[src/rtl/imm_pkg.sv]
// Package shared by the immediate staging bank.
//   DEF_DATA_W / DEF_DEPTH : default entry width and entry count
//   EXT_ZERO / EXT_SIGN    : encoding of rd_sext for single-entry reads
package imm_pkg;

  localparam int DEF_DATA_W = 8;
  localparam int DEF_DEPTH  = 4;

  localparam logic EXT_ZERO = 1'b0;
  localparam logic EXT_SIGN = 1'b1;

endpackage : imm_pkg

[src/rtl/imm_reg_entry.sv]
// One entry of the immediate staging bank: DATA_W data bits plus a valid flag.
// Ports:
//   clk, reset      : clock, synchronous active-high reset (clears data and valid)
//   wr, wdata       : write strobe (already decoded for this entry) and data
//   clr, clr_bit    : bit-clear strobe (decoded) and bit index; indices >= DATA_W do nothing
//   inv             : drop the valid flag (a same-cycle write still sets it)
//   data_q, vld_q   : current state
//   data_d, vld_d   : next state, exported so the read path can bypass
module imm_reg_entry #(
  parameter int DATA_W = 8,
  parameter int BW     = $clog2(DATA_W)
) (
  input  logic              clk,
  input  logic              reset,
  input  logic              wr,
  input  logic [DATA_W-1:0] wdata,
  input  logic              clr,
  input  logic [BW-1:0]     clr_bit,
  input  logic              inv,
  output logic [DATA_W-1:0] data_q,
  output logic              vld_q,
  output logic [DATA_W-1:0] data_d,
  output logic              vld_d
);

  localparam logic [DATA_W-1:0] ONE = {{(DATA_W-1){1'b0}}, 1'b1};

  logic [DATA_W-1:0] clr_mask;

  always_comb begin
    // Shifting past the top bit yields an all-zero pattern, so an
    // out-of-range clr_bit produces an all-ones mask and is ignored.
    clr_mask = ~(ONE << clr_bit);
    data_d   = wr ? wdata : data_q;
    if (clr) begin
      data_d = data_d & clr_mask;
    end
    vld_d = wr ? 1'b1 : (inv ? 1'b0 : vld_q);
  end

  always_ff @(posedge clk) begin
    if (reset) begin
      data_q <= '0;
      vld_q  <= 1'b0;
    end else begin
      data_q <= data_d;
      vld_q  <= vld_d;
    end
  end

endmodule : imm_reg_entry

[src/rtl/imm_reg_bank.sv]
// Immediate staging bank: DEPTH entries of DATA_W bits with active-low write,
// single-bit clear, per-entry valid and a registered read port (latency 1).
// Ports:
//   clk, reset                 : clock, synchronous active-high reset
//   wr_en_n, wr_addr, imm8_in  : active-low write of one entry
//   clr_en, clr_addr, clr_bit  : clear one bit of one entry
//   inv_all                    : drop all valid bits (data retained)
//   rd_req, rd_addr            : read request and (lo) entry address
//   rd_pair                    : 1 = {entry[rd_addr+1], entry[rd_addr]}
//   rd_sext                    : single read sign (1) / zero (0) extension
//   imm_out, rd_valid, rd_err  : registered read result, valid pulse, error
//   valid_vec                  : per-entry valid bits
module imm_reg_bank
  import imm_pkg::*;
#(
  parameter int DATA_W = DEF_DATA_W,
  parameter int DEPTH  = DEF_DEPTH,
  parameter int AW     = $clog2(DEPTH),
  parameter int BW     = $clog2(DATA_W)
) (
  input  logic                clk,
  input  logic                reset,
  input  logic                wr_en_n,
  input  logic [AW-1:0]       wr_addr,
  input  logic [DATA_W-1:0]   imm8_in,
  input  logic                clr_en,
  input  logic [AW-1:0]       clr_addr,
  input  logic [BW-1:0]       clr_bit,
  input  logic                inv_all,
  input  logic                rd_req,
  input  logic [AW-1:0]       rd_addr,
  input  logic                rd_pair,
  input  logic                rd_sext,
  output logic [2*DATA_W-1:0] imm_out,
  output logic                rd_valid,
  output logic                rd_err,
  output logic [DEPTH-1:0]    valid_vec
);

  function automatic logic [2*DATA_W-1:0] extend(input logic [DATA_W-1:0] e,
                                                 input logic              mode);
    logic fill;
    fill = (mode == EXT_ZERO) ? 1'b0 : e[DATA_W-1];
    return {{DATA_W{fill}}, e};
  endfunction

  logic [DEPTH-1:0]  wr_sel;
  logic [DEPTH-1:0]  clr_sel;
  logic [DATA_W-1:0] ent_q   [DEPTH];
  logic [DATA_W-1:0] ent_d   [DEPTH];
  logic [DATA_W-1:0] rd_src  [DEPTH];
  logic [DEPTH-1:0]  ent_vld_q;
  logic [DEPTH-1:0]  ent_vld_d;

  always_comb begin
    for (int i = 0; i < DEPTH; i++) begin
      wr_sel[i]  = !wr_en_n && (wr_addr == AW'(i));
      clr_sel[i] = clr_en && (clr_addr == AW'(i));
      // Entries touched this cycle are read from their next state (bypass).
      rd_src[i]  = (wr_sel[i] || clr_sel[i]) ? ent_d[i] : ent_q[i];
    end
  end

  for (genvar g = 0; g < DEPTH; g++) begin : g_entry
    imm_reg_entry #(
      .DATA_W (DATA_W),
      .BW     (BW)
    ) u_entry (
      .clk     (clk),
      .reset   (reset),
      .wr      (wr_sel[g]),
      .wdata   (imm8_in),
      .clr     (clr_sel[g]),
      .clr_bit (clr_bit),
      .inv     (inv_all),
      .data_q  (ent_q[g]),
      .vld_q   (ent_vld_q[g]),
      .data_d  (ent_d[g]),
      .vld_d   (ent_vld_d[g])
    );
  end

  assign valid_vec = ent_vld_q;

  // Read mux: next-state sources, extension / pair concatenation.
  logic [AW-1:0]       hi_addr;
  logic [DATA_W-1:0]   lo_data;
  logic [DATA_W-1:0]   hi_data;
  logic                src_err;
  logic [2*DATA_W-1:0] rd_data;

  always_comb begin
    hi_addr = rd_addr + AW'(1);   // wraps DEPTH-1 -> 0
    lo_data = rd_src[rd_addr];
    hi_data = rd_src[hi_addr];
    src_err = !ent_vld_d[rd_addr] || (rd_pair && !ent_vld_d[hi_addr]);
    rd_data = rd_pair ? {hi_data, lo_data} : extend(lo_data, rd_sext);
  end

  logic [2*DATA_W-1:0] imm_q, imm_d;
  logic                rd_valid_q, rd_valid_d;
  logic                rd_err_q, rd_err_d;

  always_comb begin
    imm_d      = imm_q;
    rd_valid_d = rd_req;
    rd_err_d   = rd_req && src_err;
    if (rd_req) begin
      imm_d = src_err ? '0 : rd_data;
    end
  end

  // Output register stage.
  always_ff @(posedge clk) begin
    if (reset) begin
      imm_q      <= '0;
      rd_valid_q <= 1'b0;
      rd_err_q   <= 1'b0;
    end else begin
      imm_q      <= imm_d;
      rd_valid_q <= rd_valid_d;
      rd_err_q   <= rd_err_d;
    end
  end

  assign imm_out  = imm_q;
  assign rd_valid = rd_valid_q;
  assign rd_err   = rd_err_q;

endmodule : imm_reg_bank

[config.mk]
export PLATFORM = sky130hd
export DESIGN_NAME = imm_reg_bank
export DESIGN_NICKNAME = d
export VERILOG_FILES = /design/src/rtl/imm_pkg.sv /design/src/rtl/imm_reg_entry.sv /design/src/rtl/imm_reg_bank.sv
export SDC_FILE = /design/constraint.sdc
export NUM_CORES = 1
export LEC_CHECK = 0
export ABC_AREA = 1
export CAP_MARGIN = 20
export CORE_MARGIN = 2
export CORE_UTILIZATION = 35
export DETAILED_ROUTE_END_ITERATION = 7
export GPL_ROUTABILITY_DRIVEN = 0
export PLACE_DENSITY = 0.58
export SLEW_MARGIN = 20
export SYNTH_ARGS = -nofsm -noshare
export SYNTH_HDL_FRONTEND = slang
export SYNTH_SLANG_ARGS = --single-unit
[constraint.sdc]
create_clock -name clk -period 2.05 [get_ports clk]
set_clock_uncertainty 0.2 [all_clocks]
set_input_delay 0.41 -clock clk [delete_from_list [all_inputs] [get_ports clk]]
set_output_delay 0.41 -clock clk [all_outputs]
set_load 0.05 [all_outputs]
==> results.yml <==
finish:
  final_common_cell: "nand2_1"
  area_delta_synth_final_pct: 45.22
  fill_cells: 830
  final_nets: 632
  final_cell_mix: "185 x nand2_1, 88 x buf_4, 55 x inv_1"
  final_layout_size_suffix_gt1_frac: 0.2566
  layoutNonFillerInstCount: 713
  antenna_cells: 0
yosys:
  synth-seq-area-share: 0.3558
  yosysWarnings: 0
  ys_ff_latch: 54
  synthCells: 499
  yosysUniqueCellTypes: 29
  ys_dominant_reg_cell: "dfxtp_1"
  synth_nets: 524
  avgSynthCellArea_um2: 6.088
  synth_edf_count: 0
  netlist_area_um2: 3038
  async_reset_ff_frac: 0
status:
  status: "complete, no violations"
die:
  std_cell_rows: 33
  fp.coreArea_um2: 8299
  start_util: 0.3660
  pin_count: 47
  fp.dieW_um: 97.17
  die_area_um2: 9441
  die_height_um: 97.17
global_route:
  grt_max_degree: 39
  track_usage: 0.2027
  grt_pass1_vias: 3377
  grt_pass1_wl_um: 15950
  grt-ovfl-total: 0
  antenna_found_initial: 0
power:
  p_leak_nw: 2.162
  vdd_drop_max_mv: 0.4330
  power_density_nw_per_um2: 599.6
  p_total_mw: 2.645
sta:
  setup_ws_ps: 103.5
  max_freq_mhz: 513.7
  hold_viol_final: 0
  tightest_slew_ps: 351.8
  fin_crit_sh: 0.9495
  holdWs_ps: 272.9
  period_minus_slack_ps: 1946
  max_slew_margin: 0.7655
  rsz0062_at_grt: "true"
  maxSlewViolCount: 0
  finalSetupViolations: 0
worst_setup_path:
  crit_required_ps: 2060
  r2r_cells: 8
  crit_path_max_fanout: 7
  criticalPathCategory: "in -> reg"
  r2r-start: "g_entry[1].u_entry.vld_q$_SDFF_PP0_"
  cp-endpoint: "imm_out[14]$_SDFFE_PP0P_"
  setup.worst_path.start: "clr_addr[1]"
  critPathLaunchType: "input pin"
  worstSetupEndpointType: "flop"
  critPathArrivalTime_ps: 1950
  rr_endpoint: "imm_out[4]$_SDFFE_PP0P_"
  r2r_setup_slack_ps: 410
clock_tree:
  numCtsBuffers: 5
  clk_latency_ps: 310
  clk_pin_slew_ps: 100
  cts_tree: "built"
  cts.sinks: 54
  cts_buffer_depth: 2
  clock-root-buffer: "clkbuf_8"
  postCtsHoldBufs: 0
  h-tree-depth: 2
drt:
  wl_um: 9572
  ant_nets: 0
  drtPass1Iterations: 4
  drc_errors: 0
  drt_first_iter_violations: 148
  vias_per_cell: 4.837
  vias: 3449
  routedWlPerCell_um: 13.42
placement:
  dp_hpwl_um: 7114
  io_buffers: 46
  pre_cts_ws_ps: -452.9
  placed_cells: 701
hold_path:
  hp-class: "reg -> reg"
run:
  drv_cap: 0
[flip-flops by register name (all words and copies together), names as in the netlist]
name,count
rd_err,1
imm_out,16
g_entry.u_entry.vld_q,4
rd_valid,1
g_entry.u_entry.data_q,32
[metrics by stage]
stage               instance area, um^2  setup TNS (ps)    util
global placement                   4015           -7487  0.4838
finish                             4412               0  0.5316
floorplan                          3038               0       -
detailed placement                 4015           -8666  0.4838
global route                       4412          -54.36  0.5316
CTS                                4239          -2.820  0.5108
[cell usage after synthesis, types with 3 or more instances]
library cell,count,share of area
clkbuf_1,10,0.012
nand3_2,3,0.0099
nor2_2,3,0.0062
nand3_1,51,0.084
nand2_1,191,0.24
a21oi_1,18,0.030
buf_4,5,0.012
o21ai_0,6,0.0099
inv_1,58,0.072
buf_6,3,0.011
dfxtp_1,54,0.36
nor2_1,60,0.074
nand4_1,11,0.023
nand2_2,4,0.0082
[power breakdown]
part / switching [mW] / internal [mW] / leakage [nW]
sequential: 0.0124 / 1.09 / 0.440
clock: 0.371 / 0.521 / 0.0714
combinational: 0.372 / 0.278 / 1.65
[metal layers]
layer / up-vias / part of all wire / GRT usage
met5: - / 0 / 0
li1: 1760 / - / -
met3: 17 / 0.036 / 0.03525
met1: 1600 / 0.44 / 0.2517
met4: 0 / 0.024 / 0.06609
met2: 72 / 0.50 / 0.3552
[logic make-up after synthesis]
| logic type | count (synthesis) | synth area share |
|---|---|---|
| and+or+nand+nor | 330 | 0.4675 |
| buffers and inverters | 83 | 0.1182 |
| DFF | 54 | 0.3558 |
| AOI/OAI and AO/OA | 32 | 0.05849 |
[timing repair]
item / CTS / global route
gates cloned: 0 / 1
endpoints found under the setup margin: 15 / 16
setup buffers: 1 / 2
gates resized for setup: 19 / 46
pin swaps: 6 / 12
[how the worst min path moves through the flow]
stage                                              startpoint                                  end  slack (ps)  cells past startpoint
after floorplan           g_entry[2].u_entry.vld_q$_SDFF_PP0_  g_entry[2].u_entry.vld_q$_SDFF_PP0_         270                      2
after global placement                imm_out[5]$_SDFFE_PP0P_              imm_out[5]$_SDFFE_PP0P_         260                      2
after detailed placement              imm_out[8]$_SDFFE_PP0P_              imm_out[8]$_SDFFE_PP0P_         260                      2
after CTS                             imm_out[8]$_SDFFE_PP0P_              imm_out[8]$_SDFFE_PP0P_         280                      2
after global routing                 imm_out[13]$_SDFFE_PP0P_             imm_out[13]$_SDFFE_PP0P_         310                      2
final                                imm_out[13]$_SDFFE_PP0P_             imm_out[13]$_SDFFE_PP0P_         270                      2
[critical path, stage by stage]
cell,delay [ps]
clkdlybuf4s50_1,520
inv_1,90
nor2_2,140
buf_4,190
nand2_1,100
nand4_1,80
nand3_1,100
nor2_1,140
nor2_1,50
nand2_1,80
a21oi_1,60
[layout make-up]
| class | count | area, um^2 | share of cell area |
|---|---|---|---|
| clock buffers | 6 | 82.58 | 0.01872 |
| clock inverters | 2 | 60.06 | 0.01361 |
| inverters | 63 | 255.2 | 0.05786 |
| multi-input cells | 362 | 1759 | 0.3988 |
| flip-flops and latches | 54 | 1081 | 0.2450 |
| well taps | 105 | 131.4 | 0.02978 |
| repair buffers | 120 | 1036 | 0.2348 |
| repair inverters | 1 | 6.256 | 0.001418 |
No activity file was read; power rests on OpenSTA's default activity.
==> edit (same flow settings) <==
Reset style: asynchronous (`reset`), changed in 2 clocked blocks. Comments in the files are not updated.
--- a/src/rtl/imm_reg_entry.sv
+++ b/src/rtl/imm_reg_entry.sv
@@ -40,3 +40,3 @@
 
-  always_ff @(posedge clk) begin
+  always_ff @(posedge clk or posedge reset) begin
     if (reset) begin
--- a/src/rtl/imm_reg_bank.sv
+++ b/src/rtl/imm_reg_bank.sv
@@ -113,3 +113,3 @@
   // Output register stage.
-  always_ff @(posedge clk) begin
+  always_ff @(posedge clk or posedge reset) begin
     if (reset) begin
Function: differs if reset is asserted again (counterexample within 4 cycles, from zero or initial values and one cycle with reset high); with reset held inactive, the same outputs for 10 cycles.
==> edit against the original RTL <==
- worst setup slack better by 7.2 ps
- design area decreased by 2.7%
- wire length decreased by 6.4%
- synthesized cell count shrank 5.2%
- worst hold slack got worse by 8.6 ps
- total power rose by 11%
- sequential cell count stayed put
- die area increased by 5.7%
- area after synthesis up 6.0%
- largest cell class unchanged
- largest power group unchanged
- highest routed layer unchanged
==> edit: results (changes against the original RTL) <==
| Metric | Value |
|---|---|
| Clk_lat worst skew | `310 ps (about the same)` |
| Initial antenna violation count | `0 (unchanged)` |
| Synth unique cells | `24 (was 29)` |
| Final HPWL DP | `6954 um (was 7114 um)` |
| Post-Synthesis Cells | `473 (was 499)` |
| Net count reported at finish | `600 (was 632)` |
| IO buf count | `46 (unchanged)` |
| Placed cell count | `675 (was 701)` |
| DR WL/cell | `13.09 um (was 13.42 um)` |
| Most frequent cells after synthesis | `201 x nand2_1, 82 x inv_1, 54 x dfrtp_1 (was 191 x nand2_1, 60 x nor2_1, 58 x inv_1)` |
| Drt pass-1 iters | `4 (unchanged)` |
| TritonCTS buffer count | `5 (unchanged)` |
| Syn_nets | `498 (was 524)` |
| Clk buf depth | `2 (unchanged)` |
| Biggest register | `g_entry.u_entry.data_q (unchanged)` |
| Initial DRC count | `147 (was 148)` |
| Total GRT Usage | `19.30% (was 20.27%)` |
| Yosys warning count | `0 (unchanged)` |
| Max FFs per register | `32 (unchanged)` |
| DR top layer | `met4 (unchanged)` |
| Async SR Flop Fraction | `100.0% (was 0%)` |
| First-pass GRT wire length | `15,470 um (was 15,950 um)` |
| Setup WS pre-CTS | `-374.6 ps (was -452.9 ps)` |
| M1 wire length | `4046 um (was 4193 um)` |
| Overall via count from detail_route | `3,245 (was 3,449)` |
| Vias in the first global route | `3,257 (was 3,377)` |
| Fraction of layout cells with a size suffix above 1 | `21.01% (was 25.66%)` |
| Met3 wire length | `457 um (was 347 um)` |
| Largest net degree at the start of global routing | `55 (was 39)` |
| Leak | `0.002424 uW (was 0.002162 uW)` |
| Primary FF master, synth | `dfrtp_1 (was dfxtp_1)` |
| Diode count | `0 (unchanged)` |
| H-tree depth | `2 (unchanged)` |
| Peak supply drop | `385.0 uV (was 433.0 uV)` |
| CP arrival | `1940 ps` |
| Status | `finished clean (unchanged)` |
| Hold Path Class | `in2async (was reg2reg)` |
| Sum Neg Setup Slack | `0 ps (unchanged)` |
| Share of the yosys chip area belonging to registers | `41.97% (was 35.58%)` |
| Vias per inst | `4.744 (was 4.837)` |
| Met2 wire length | `4343 um (was 4800 um)` |
| Fillers | `912 (was 830)` |
| CP max FO | `4 (was 7)` |
| Clk root buf | `clkbuf_8 (unchanged)` |
| Max transition margin | `80.24% (was 76.55%)` |
| Clock slew at reported path FFs | `100 ps (about the same)` |
| Area contributors post-synth | `dfrtp_1 42%, nand2_1 23%, inv_1 9.6% (was dfxtp_1 36%, nand2_1 24%, nand3_1 8.4%)` |
==> edit: kinds of logic (layout without fill, tap and decap cells) <==
family / count (synthesis) / after routing / share of synthesized area [%]
and+or+nand+nor: 301 / 301 / 42.05
buffers and inverters: 99 / 202 / 13.02
DFF: 54 / 54 / 41.97
AOI/OAI and AO/OA: 19 / 19 / 2.954
==> edit: per-stage QoR <==
stage                     hold WS, ps  area, sq um
after floorplan                 241.4         3219
after global placement          271.1         4136
after detailed placement        272.1         4136
after CTS                       293.9         4273
after global routing            306.5         4293
final                           264.3         4293
==> edit: power by group <==
| part | leakage (uW) | internal (uW) | switching [uW] |
|---|---|---|---|
| logic | 0.00172 | 401 | 593 |
| registers | 0.000647 | 1210 | 45.3 |
| clock network | 0.0000575 | 342 | 352 |
==> edit: final timing paths <==
path	from	end	slack (ps)	cells after the start
min	reset	rd_valid	260	3
min in group clk	imm_out[8]	imm_out[8]	290	2
max	clr_bit[2]	imm_out[13]	110	11
max in group asynchronous	reset	g_entry[1].u_entry.data_q[3]	1120	3
min reg2reg	imm_out[8]	imm_out[8]	290	2
max reg2reg	g_entry[2].u_entry.vld_q	imm_out[9]	440	8
==> edit: area by class of cell <==
cell class	count	area share [%]
inverters	86	7.578
well taps	108	3.148
clock buffers	8	2.565
repair buffers	108	20.84
flip-flops and latches	54	31.48
multi-input cells	320	34.39
==> edit: metal layers <==
metal | global-route usage, % | vias up
met5 | 0 | -
met4 | 4.004 | 0
met3 | 2.855 | 9
met2 | 33.21 | 77
met1 | 25.97 | 1528
li1 | - | 1631
==> edit: critical path: stages <==
cell             delay (ps)
clkdlybuf4s50_1         480
inv_1                    70
buf_4                   130
nor2_1                  250
nand2_1                  90
nand3_1                 170
nand2_1                  70
nand2_1                  60
o21ai_1                  60
nand3_1                  90
nand2_1                  50
==> edit: what timing repair did <==
action                                 4_1_cts  5_1_grt
gates resized for setup                     10        5
pin swaps                                    0        2
cloned                                       0        0
setup endpoints to repair                    8       16
endpoints found under the hold margin        0        0
setup buffers                                0        1
